--- src/rtl/direct_mapped_wb_cache.sv ---
`default_nettype none
// ============================================================================
// Module   : direct_mapped_wb_cache
// Brief    : Direct-mapped write-back/write-allocate cache, word-serial
//            write-back and refill. Optional hit/miss counters: CACHE_STATS_EN.
// Revision : 1.0
// ============================================================================
module direct_mapped_wb_cache #(
  parameter int NUM_LINES      = 4,
  parameter int WORDS_PER_LINE = 4,
  parameter int ADDR_W         = 10
) (
  input  logic              clk,
  input  logic              rst,
  input  logic [ADDR_W-1:0] cpu_Address,
  input  logic [7:0]        cpu_write_data,
  input  logic              read_write,
  output logic [31:0]       cpu_read_data,
  output logic              hit_miss,
  input  logic [31:0]       dm_read_data,
  output logic              dm_read_write,
  output logic [ADDR_W-1:0] dm_address,
`ifdef CACHE_STATS_EN
  output logic [15:0]       hit_count,
  output logic [15:0]       miss_count,
`endif
  output logic [31:0]       dm_write_data
);

  localparam int IDX_W = $clog2(NUM_LINES);
  localparam int WRD_W = $clog2(WORDS_PER_LINE);
  localparam int TAG_W = ADDR_W - IDX_W - WRD_W - 2;

  typedef enum logic [1:0] {S_IDLE = 2'd0, S_WB = 2'd1, S_RF = 2'd2} state_t;

  state_t             state_q;
  logic [WRD_W-1:0]   k_q;
  logic [IDX_W-1:0]   idx_q;
  logic [TAG_W-1:0]   new_tag_q;
  logic [TAG_W-1:0]   old_tag_q;
  logic [NUM_LINES-1:0] valid_q;
  logic [NUM_LINES-1:0] dirty_q;
  logic [TAG_W-1:0]   tag_arr_q [NUM_LINES];
  logic [31:0]        data_q    [NUM_LINES][WORDS_PER_LINE];

  logic [IDX_W-1:0]   w_idx;
  logic [WRD_W-1:0]   w_word;
  logic [TAG_W-1:0]   w_tag;
  logic [1:0]         w_byte;
  logic               w_hit;
  logic               w_last;

  assign w_idx  = cpu_Address[WRD_W+2 +: IDX_W];
  assign w_word = cpu_Address[2 +: WRD_W];
  assign w_tag  = cpu_Address[ADDR_W-1 -: TAG_W];
  assign w_byte = cpu_Address[1:0];
  assign w_hit  = (state_q == S_IDLE) && valid_q[w_idx] && (tag_arr_q[w_idx] == w_tag);
  assign w_last = (k_q == WRD_W'(WORDS_PER_LINE - 1));

  assign hit_miss      = w_hit;
  assign cpu_read_data = w_hit ? data_q[w_idx][w_word] : 32'd0;

  always_comb begin
    dm_read_write = 1'b0;
    dm_address    = '0;
    dm_write_data = 32'd0;
    case (state_q)
      S_WB: begin
        dm_read_write = 1'b1;
        dm_address    = {old_tag_q, idx_q, k_q, 2'b00};
        dm_write_data = data_q[idx_q][k_q];
      end
      S_RF: begin
        dm_address    = {new_tag_q, idx_q, k_q, 2'b00};
      end
      default: ;
    endcase
  end

  // Data storage carries no reset; validity alone decides whether it is used.
  always_ff @(posedge clk) begin
    if (w_hit && read_write) begin
      data_q[w_idx][w_word][{w_byte, 3'b000} +: 8] <= cpu_write_data;
    end else if (state_q == S_RF) begin
      data_q[idx_q][k_q] <= dm_read_data;
    end
  end

  always_ff @(posedge clk) begin
    if (rst) begin
      state_q   <= S_IDLE;
      k_q       <= '0;
      idx_q     <= '0;
      new_tag_q <= '0;
      old_tag_q <= '0;
      valid_q   <= '0;
      dirty_q   <= '0;
    end else begin
      case (state_q)
        S_IDLE: begin
          if (w_hit) begin
            if (read_write) dirty_q[w_idx] <= 1'b1;
          end else begin
            idx_q     <= w_idx;
            new_tag_q <= w_tag;
            old_tag_q <= tag_arr_q[w_idx];
            k_q       <= '0;
            state_q   <= (valid_q[w_idx] && dirty_q[w_idx]) ? S_WB : S_RF;
          end
        end
        S_WB: begin
          k_q <= w_last ? '0 : k_q + 1'b1;
          if (w_last) state_q <= S_RF;
        end
        S_RF: begin
          k_q <= w_last ? '0 : k_q + 1'b1;
          if (w_last) begin
            valid_q[idx_q]   <= 1'b1;
            dirty_q[idx_q]   <= 1'b0;
            tag_arr_q[idx_q] <= new_tag_q;
            state_q          <= S_IDLE;
          end
        end
        default: state_q <= S_IDLE;
      endcase
    end
  end

`ifdef CACHE_STATS_EN
  logic [15:0] hit_count_q;
  logic [15:0] miss_count_q;

  always_ff @(posedge clk) begin
    if (rst) begin
      hit_count_q  <= 16'd0;
      miss_count_q <= 16'd0;
    end else if (state_q == S_IDLE) begin
      if (w_hit && hit_count_q != 16'hFFFF) hit_count_q <= hit_count_q + 16'd1;
      if (!w_hit && miss_count_q != 16'hFFFF) miss_count_q <= miss_count_q + 16'd1;
    end
  end

  assign hit_count  = hit_count_q;
  assign miss_count = miss_count_q;
`endif

endmodule
`default_nettype wire

--- config.mk ---
export PLATFORM = sky130hd
export DESIGN_NAME = direct_mapped_wb_cache
export DESIGN_NICKNAME = d
export VERILOG_FILES = /design/src/rtl/direct_mapped_wb_cache.sv
export SDC_FILE = /design/constraint.sdc
export NUM_CORES = 1
export LEC_CHECK = 0
export ABC_CLOCK_PERIOD_IN_PS = 4300
export CORE_ASPECT_RATIO = 1.2
export CORE_MARGIN = 2
export CORE_UTILIZATION = 35
export DETAILED_ROUTE_END_ITERATION = 10
export DONT_BUFFER_PORTS = 1
export GPL_ROUTABILITY_DRIVEN = 0
export PLACE_DENSITY_LB_ADDON = 0.12
export SLEW_MARGIN = 25
export SYNTH_ARGS = -nofsm -noshare
export SYNTH_HDL_FRONTEND = slang
export SYNTH_SLANG_ARGS = --single-unit
--- constraint.sdc ---
create_clock -name clk -period 4.3 [get_ports clk]
set_input_delay 0.86 -clock clk [delete_from_list [all_inputs] [get_ports clk]]
set_output_delay 0.86 -clock clk [all_outputs]
set_load 0.005 [all_outputs]
# Yosys cells after proc, flatten, opt, wreduce, memory -nomap -nowiden

Memories as Yosys holds them, arrays and structs flattened. A register that Yosys moved wholly into a read port is not among the register bits.
Cells that the tools add are included.

Register bits: 22
Bits in writable memories: 528
Input port bits: 53
Output and inout bits: 76
Word-level logic and storage cells: 103
Memories: 2

Memories:

| name      | depth | bits a word | read ports | clocked after Yosys merged registers in | write ports | RTL line | RTL |
|---|---|---|---|---|---|---|---|
| data_q    | 4     | 128         | 2          | 1                                       | 1           | 44       | `logic [31:0] data_q [NUM_LINES][WORDS_PER_LINE];` |
| tag_arr_q | 4     | 4           | 1          | 0                                       | 1           | 43       | `logic [TAG_W-1:0] tag_arr_q [NUM_LINES];` |

Add/subtract/negate cells: 2
Order comparisons: 8
Eq/ne operators: 9
Shift operators: 2
Mux-type cells: 48
Bitwise operators: 7
Reduce and logical (&&, ||, !) cells: 18

Operator list:

| cell                                                                   | count |
|---|---|
| 128-bit 2-to-1 mux                                                     | 4 |
| 32-bit 2-to-1 mux                                                      | 8 |
| 32-bit binary-select mux with 2-bit select                             | 2 |
| 32-bit demux with 2-bit select                                         | 2 |
| 128-bit OR reduction                                                   | 1 |
| 8-bit by 7-bit variable shift with 32-bit output, first input constant | 1 |
| 8-bit by 7-bit indexed part select with 32-bit output                  | 1 |
| 10-bit one-hot mux with 2 select lines                                 | 1 |
| 2-bit 2-to-1 mux                                                       | 9 |
| 1-bit 2-to-1 mux                                                       | 12 |
| 4-bit 2-to-1 mux                                                       | 3 |
| 2-bit inequality test, second input constant                           | 5 |
| 1-bit logical AND                                                      | 8 |
| 4-bit OR                                                               | 2 |
| 4-bit one-hot mux with 2 select lines                                  | 1 |
| 5-bit negation with 7-bit output                                       | 1 |
| 3-bit greater-or-equal comparator, second input constant               | 2 |
| 2-bit by 3-bit < comparator with 1-bit output, second input constant   | 2 |
| 3-bit by 1-bit < comparator with 1-bit output, second input constant   | 2 |
| 2-bit NOT with 3-bit output                                            | 2 |
| 2-bit one-hot mux with 3 select lines                                  | 1 |
| 2-bit AND reduction                                                    | 3 |
| 4-bit bitwise AND                                                      | 1 |
| 1-bit binary-select mux with 2-bit select                              | 2 |
| 14 further kinds                                                       | 18 |

# Longest topological paths before layout

Depth after elaboration: 9
Gate-level depth with buffers: 10
Depth with buffers taken out: 6

# Worst setup path before layout

Ideal clock, no wire load.

Kind: input to output
From: input cpu_Address[4]
To: output cpu_read_data[0]
Arrival time: 2.560 ns
Required time: 3.440 ns
Setup slack: 0.880 ns
Cell stages on the path: 7
Path buffers: 4
Cell sequence: buf_6 -> buf_6 -> buf_6 -> buf_6 -> mux4_2 -> mux4_2 -> and3_1

Longest elaborated chain between the ends: 5
Elaborated cells between the ends (all ways): 11
Those cells by class: eq/ne (1); mux (6); reduce/logical (2); memory (2)

RTL lines:

| element                                                                                   | RTL line | RTL |
|---|---|---|
| start, declared                                                                           | 15       | `input logic [ADDR_W-1:0] cpu_Address,` |
| memory 4 x 128 bit or 1-bit binary-select mux with 2-bit select (tied branches)           | -        |  |
| 32-bit binary-select mux with 2-bit select or 1-bit 2-to-1 mux (tied branches)            | 61, 57   |  |
| 32-bit 2-to-1 mux (not written as such) or 1-bit logical AND (tied branches) (2 in a row) | 61, 57   |  |
| 32-bit 2-to-1 mux *                                                                       | 61       | `assign cpu_read_data = w_hit ? data_q[w_idx][w_word] : 32'd0;` |
| end, declared                                                                             | 18       | `output logic [31:0] cpu_read_data,` |

Every way passes the cells marked *; elsewhere a longest branch is shown, timed or not. The select of a mux whose other input is x is not followed.

==> impl_summary.md <==
Detailed routing
The detail-routed net length per standard cell is around 31 microns. The DRC violation count after routing is 0. The via count is roughly 14k. Before antenna repair, the detailed router went through 5 iterations.

After the first detailed-routing iteration, the DRC count stood at between 1k and 1.5k. The final layout contains routed wiring with a total length of 79,100 microns. The detail route stage leaves a number of antenna-violating nets equal to 0. The detail-routed via count per cell is roughly 5.7.

Synth
Synthesis instantiated 43 different standard cells from the library. The proportion of synthesized chip area in sequential cells is around three fifths. For this run, asynchronously set or reset flops after synthesis account for 0%. The mean instance size in the synthesized netlist is around 19 sq um. The cell area that synthesis handed to floorplanning was around 27,000 sq um. The gate count of the mapped netlist is around 1.4k.

Ranked by instance count, the synthesized netlist is headed by edfxtp_1, mux4_2, nand2_1. In the post-synthesis netlist, the biggest area contributors are edfxtp_1, mux4_2, dfxtp_1, nand2_1, a21oi_1. The number of warnings printed during yosys synthesis is 0. The dominant synthesized flop cell is edfxtp_1. The share of Yosys cell area claimed by the top area cell type is around three fifths. The number of enable-type register cells in the synthesized netlist is about 530. The cell with the most instances after synthesis is edfxtp_1. Synthesis inferred between 500 and 600 register bits. The largest total area in the synthesized netlist belongs to edfxtp_1.

Pwr
The internal power of the cells totals 10.1 mW. The switching part of the total power is between 20 and 30%. The sequential cell fraction of total power is 47.6%. The power density over the cells is 455 nW/um^2.

The switching power summed over all nets is 3.51 mW. For this design the static power due to leakage is about 9.6 nW. In this run, the clock network consumes 36.1% of the power. IR analysis of the VDD net gives a maximum drop of 0.271 mV.

The combinational power share is between 15 and 20%.

Die
The number of standard-cell rows in the floorplan is 110. The effective utilization at floorplan is approximately 35%. The core region is around 75,000 sq um. The chip height is between 300 and 400 microns. The overall die area is just under 80,000 sq um. between 100 and 150 I/O pins were placed. Measured along the x axis, the die boundary spans between 200 and 300 microns.

Setup path
The worst setup path is captured at an output pin. The type of the setup path with the least slack is flip-flop to output pin. STA puts the critical path data required time at roughly 3.4 ns. The kind of start point of the critical path is a flip-flop. The largest fanout on the critical path is 27.

The arrival time reported for the critical path endpoint is between 3 and 4 ns.

GRT
The initial antenna violation count was 1. The first-pass GRT wire length is roughly 110,000 microns. The via count of the first global-routing pass came to between 15k and 20k. The total grt overflow is 0. Global routing used between 20 and 25% of the available tracks across all layers. Entering global routing, the biggest net connects 140 pins.

CTS
In this run, CTS created clock tree buffers numbering between 50 and 60. The total number of H-tree levels is 2. The clock-pin slew on the worst setup and hold paths is approximately 0.060 ns. TritonCTS built the clock tree.

The number of buffers added to fix hold violations after cts is 0. Gates resized during post-CTS repair numbered 0. The clock sink count is approximately 550.

The tree is rooted in a clkbuf_16. Buffers added to address setup during post-CTS repair amount to 0. The maximum root-to-sink buffer count is 3. The source-to-sink clock delay at the later pin of the worst-skew pair is 0.61 ns.

Run
The reported max-cap violation count is 0.

Timing
The normalized max-slew margin is a little under a third. The final-layout setup total negative slack is 0 ns. The final-layout worst hold slack is roughly 0.32 ns.

Setup repair after global routing left no endpoint under its margin. For the pin with the worst max-slew slack, the measured transition is 1.03 ns. The number of setup violations in the final report is 0. The shortest clock period the worst path allows after layout is roughly 4 ns. The clock tree skew after final layout is roughly 0.015 ns. Static timing analysis puts the maximum clock frequency at 0.257 GHz. After layout, the worst path uses around nine tenths of the clock period.

The total count of hold-check failures in the final report is 0. The count of pins over their slew limit is 0.

Hold path
The class of the tightest hold or removal check is primary input to flip-flop.

Place
The count of buffers added on input and output ports is 0. The post-placement cell area is about 28,000 sq um. After legalization and detailed placement, the total HPWL measured 48,000 microns. In this run, placement finished with an instance count of between 2k and 2.5k.

Cells and area
Cells with a size suffix above 1 make up approximately a third of the layout. Measured on the finished design, the core utilization comes to around 40%. The count of nets after finishing is 1,528. The number of inserted filler cells in the final layout is roughly 6.9k. The post-layout instance area is roughly 30,000 sq um. Excluding fillers, the count of instances in the completed layout stands at approximately 2.5k. Compared with the post-synthesis result, the final layout area differs by 12.9%.

Status
The flow ran to the end, and the final reports show no timing, DRC or antenna violations.
## worst paths after layout
check	start	to	slack, ns	cells after the start
setup / recovery	flip-flop	dm_write_data[16]	0.41	4
hold / removal	rst	k_q[1]	0.32	1
setup reg to reg	k_q[1]	data_q[3][122]	0.99	9
hold reg to reg	valid_q[3]	valid_q[3]	0.46	1
## power groups by stage
| stage | clock network [mW] | registers, mW | logic [mW] |
|---|---|---|---|
| 2_1_floorplan | 0 | 6.52 | 1.59 |
| 3_3_place_gp | 0 | 6.61 | 2.24 |
| 3_5_place_dp | 0 | 6.62 | 2.27 |
| 4_1_cts | 5.05 | 6.50 | 2.27 |
| 5_1_grt | 5.23 | 6.52 | 2.39 |
| 6_report | 4.92 | 6.50 | 2.23 |
## cells by family after synthesis
| group | after synthesis | share of synthesized area, % |
|---|---|---|
| AOI/OAI and AO/OA | 102 | 2.22 |
| muxes | 337 | 28.1 |
| DFF | 552 | 61.5 |
| and+or+nand+nor | 276 | 5.20 |
| xor gates and xnor gates | 4 | 0.132 |
| other | 1 | 0.0141 |
| buffers and inverters | 126 | 2.27 |
| adders and majority gates | 13 | 0.612 |
## layout by cell type, fill, tap and decap left out, types with 3 or more instances in the layout
| cell type | Yosys | final |
|---|---|---|
| a21oi_1 | 75 | 75 |
| xor2_1 | 4 | 4 |
| nor2b_1 | 8 | 8 |
| and2_1 | 36 | 36 |
| diode_2 | 0 | 4 |
| a22oi_1 | 4 | 4 |
| buf_4 | 3 | 102 |
| bufinv_16 | 0 | 7 |
| nand4_1 | 3 | 3 |
| clkinv_1 | 1 | 14 |
| clkbuf_16 | 0 | 57 |
| nand2b_1 | 5 | 5 |
| nor3b_1 | 4 | 4 |
| ha_1 | 13 | 12 |
| buf_12 | 0 | 6 |
| edfxtp_1 | 528 | 528 |
| a21o_1 | 5 | 5 |
| nand2_1 | 102 | 102 |
| mux2i_1 | 11 | 11 |
| a41oi_1 | 3 | 3 |
| inv_1 | 7 | 7 |
| clkinvlp_4 | 0 | 3 |
| mux4_2 | 326 | 326 |
| nand3_1 | 49 | 49 |
| a211oi_1 | 4 | 4 |
| clkbuf_1 | 55 | 7 |
| dfxtp_1 | 24 | 21 |
| nor2_1 | 11 | 11 |
| nor4_1 | 4 | 4 |
| clkinv_2 | 0 | 12 |
| nor3_1 | 17 | 17 |
| a31oi_1 | 4 | 3 |
| and3_1 | 33 | 33 |
## critical path, cell delays in order, from the launching register on
cell	delay, ns
dfxtp_4	0.81
buf_4	0.35
mux4_2	0.52
mux4_2	0.53
and2_1	0.20
## metrics by stage
step | setup slack [ns] | power (mW)
after floorplan | 0.880 | 8.11
after global placement | 0.618 | 8.85
after detailed placement | 0.600 | 8.89
after CTS | 0.297 | 13.8
after global routing | 0.266 | 14.1
final | 0.413 | 13.7
## flip-flops by register name (all words and copies together), names as in the netlist, named ones only
signal / flops
data_q: 512
tag_arr_q: 16
dirty_q: 4
new_tag_q: 4
old_tag_q: 4
valid_q: 4
idx_q: 2
k_q: 2
state_q: 2
## layer usage
| layer | share of wire (%) | routed length (microns) | global-route usage, % |
|---|---|---|---|
| met4 | 2.1 | 1680 | 5.13 |
| met3 | 5.3 | 4210 | 3.52 |
| met2 | 50 | 39400 | 34.2 |
| met1 | 43 | 33900 | 27.5 |
| met5 | 0 | 0 | 0 |
## final cells by class
cell class,count,area (sq um),share of cell area [%]
Sequential cell,552,16300,54.5
Clock inverter,37,359,1.20
Inverter,9,33.8,0.113
Antenna cell,4,10.0,0.0334
Clock buffer,64,1450,4.84
Tap cell,1008,1260,4.20
Timing Repair Buffer,108,886,2.95
Multi-Input combinational cell,734,9650,32.2
No activity file was read; power rests on OpenSTA's default activity.
==> RTL change: new RTL, same flow settings <==
Build with the macro `CACHE_STATS_EN` defined.
--- a/src/rtl/direct_mapped_wb_cache.sv
+++ b/src/rtl/direct_mapped_wb_cache.sv
@@ -5,6 +5,8 @@
 //            write-back and refill. Optional hit/miss counters: CACHE_STATS_EN.
 // Revision : 1.0
 // ============================================================================
+`define CACHE_STATS_EN
+
 module direct_mapped_wb_cache #(
   parameter int NUM_LINES      = 4,
   parameter int WORDS_PER_LINE = 4,
Function (old outputs only; new: hit_count and miss_count): no difference found for any inputs over 4 cycles, from zero or initial values and one cycle with rst high; that may be too few to reach the edited logic, so the function may still have changed.
==> RTL change against the unedited design <==
  * Largest cell class unchanged
  * Power increased by 13%
  * Register-to-register slack improved by 0.07 ns
  * Cell area increased by 6.0%
  * Setup slack improved by 0.097 ns
  * Via count increased by 7.0%
  * Synthesized area increased by 4.9%
  * Wire length increased by 4.1%
  * Sequential power increased by 6.2%
  * Non-clock buffer count decreased by 18
  * Sequential cell count increased by 32
  * Utilization increased by 0.30 points
==> RTL change: results (changes against the unedited design) <==
Outcome
  • Status: finished clean

Yosys
  • EDFF count, synth: 528 (unchanged)
  • Sequential area share after synthesis: 60.93% (-0.57 points)
  • Synthesized area per cell: 17.83 µm² (-5.3%)
  • Post-synthesis cell type count: 57 (+33%)
  • Top area cells in the synthesized netlist: edfxtp_1 (57%), mux4_2 (26%), dfxtp_1 (4.0%)
  • Synth top cells by count: edfxtp_1 (528), mux4_2 (325), nor2_1 (105)
  • Ys async rst share: 0% (unchanged)
  • Synth warn: 0 (unchanged)

Hold path
  • Worst hold stages: 1 (unchanged)
  • Launch point of the worst hold path: rst
  • WHS Endpoint: hit_count[0]$_SDFFE_PP0P_

Route
  • Met2 wire length: 42750 µm (+8.6%)
  • Met3 wire len: 5485 µm (+30%)
  • Top sig layer: met4
  • Final WL: 82400 µm (+4.1%)
  • First DRT Iteration DRCs: 1269 (-2.3%)
  • Drt via density: 5.736 (about the same)
  • First drt pass iteration count: 5 (unchanged)
  • Met1 Routed Length: 32460 µm (-4.1%)

Clocking
  • Num CTS Buffers: 67 (+18%)
  • Worst-Skew Late Latency: 0.64 ns (+0.03 ns)
  • H-tree depth: 3 (+1)
  • Clock Path Buffers: 3 (unchanged)
  • Root Driver: clkbuf_16
  • Post_cts resized: 0 (unchanged)
  • Setup Fix Bufs, Post-CTS: 0 (unchanged)
  • CTS clk-pin slew, worst paths: 0.06 ns (about the same)

Worst setup path
  • Slowest cell on the critical path: dfxtp_4
  • FF-to-FF End: data_q[0][46]$_DFFE_PP_
  • Critical Path End: dm_write_data[19]
  • Worst reg-to-reg setup slack: 1.06 ns (+0.07 ns)
  • R2R depth: 7 (-2)
  • CP max stage delay: 0.59 ns (-0.22 ns)
  • CP Max Fanout: 37 (+37%)
  • R2r startpoint: k_q[1]$_SDFFE_PP0P_
  • Worst path top cell family by delay: multiplexers

Global routing
  • Met3 Use GR: 4.763% (+1.2 points)
  • GRT Total Usage: 20.39% (+0.046 points)
  • First-pass GRT wire length: 118000 µm (+4.5%)
  • Initial antenna violation count: 0 (-1)
  • Met2 Use GR: 35.30% (+1.1 points)
  • Number of global-route vias before repair: 16260 (+5.2%)
  • GRT overflow: 0 (unchanged)
  • Met1 GRT Util: 25.63% (-1.9 points)
  • Largest net degree at the start of global routing: 145 (+3.6%)

Placed design
  • Detail Placement HPWL: 52720 µm (+9.7%)
  • I/O Buffers: 0 (unchanged)
  • Inst Count DP: 2572 (+6.7%)

Final layout
  • Cell Count, Final, Fillers Out: 2694 (+7.1%)
  • Nets: 1674 (+9.6%)
  • Antenna cells: 0 (-4)
  • Max reg flops: 512 (unchanged)
  • Fill cells: 7053 (+2.2%)
  • Share of post-route cells with drive strength above 1: 32.73% (-2.2 points)
  • Largest reg by FF count: data_q

Pwr
  • Peak VDD IR: 0.3266 mV (+20%)
  • P_leak: 10.12 nW (+5.4%)

Timing
  • Clock skew: 0.03234 ns (+0.01713 ns)
  • Slew @ Worst Pin: 0.9163 ns (-0.1140 ns)
-- RTL change: changes by cell type after synthesis, sizes merged, moves of 8 or more --
cell and delta:
xnor2 +8, o21ai +14, and2 +43, nor2 +93, nor3 -10, and3 -27, buf -15, dfxtp +32
a21oi -53, clkbuf +15, a41oi +14, nor2b +8, nand2 -13
-- RTL change: power breakdown --
| group | total [mW] | switching (mW) | leakage [nW] | internal, mW |
|---|---|---|---|---|
| Combinational | 2.64 | 1.56 | 3.69 | 1.08 |
| Clock | 5.92 | 2.45 | 1.11 | 3.47 |
| Sequential | 6.90 | 0.153 | 5.31 | 6.74 |
| Total | 15.5 | 4.16 | 10.1 | 11.3 |
-- RTL change: cell type report --
| class | count | share of cell area [%] |
|---|---|---|
| Multi-Input combinational cell | 852 | 32.83 |
| Clock buffer | 77 | 5.425 |
| Tap cell | 1035 | 4.074 |
| Inverter | 11 | 0.1378 |
| Sequential cell | 584 | 53.44 |
| Timing Repair Buffer | 90 | 2.401 |
| Clock inverter | 45 | 1.693 |
-- RTL change: kinds of logic (layout without fill, tap and decap cells) --
kind of cell             after synthesis  in the layout  synth area share [%]
AO/OA/AOI/OAI                         90             90                 2.259
AND/OR/NAND/NOR                      393            393                 7.018
other                                  1              2               0.01346
multiplexers                         344            344                 26.98
flip-flops                           584            584                 60.93
adder cells (fa/ha/maj)               15             15                0.6736
XOR/XNOR                               8              8                0.3053
buffers and inverters                128            223                 1.828
-- RTL change: metrics by stage --
stage	power (mW)	hold WS (ns)	instance area, µm²	utilization [%]	worst slack, ns
floorplan	8.751	0.4439	27870	-	0.5628
global placement	9.693	0.4617	29510	37.33	0.6364
detailed placement	9.728	0.4645	29520	37.35	0.5859
CTS	15.66	0.2747	31780	40.22	0.4189
global route	16.04	0.2925	31780	40.22	0.3623
finish	15.46	0.3312	31780	40.22	0.5099
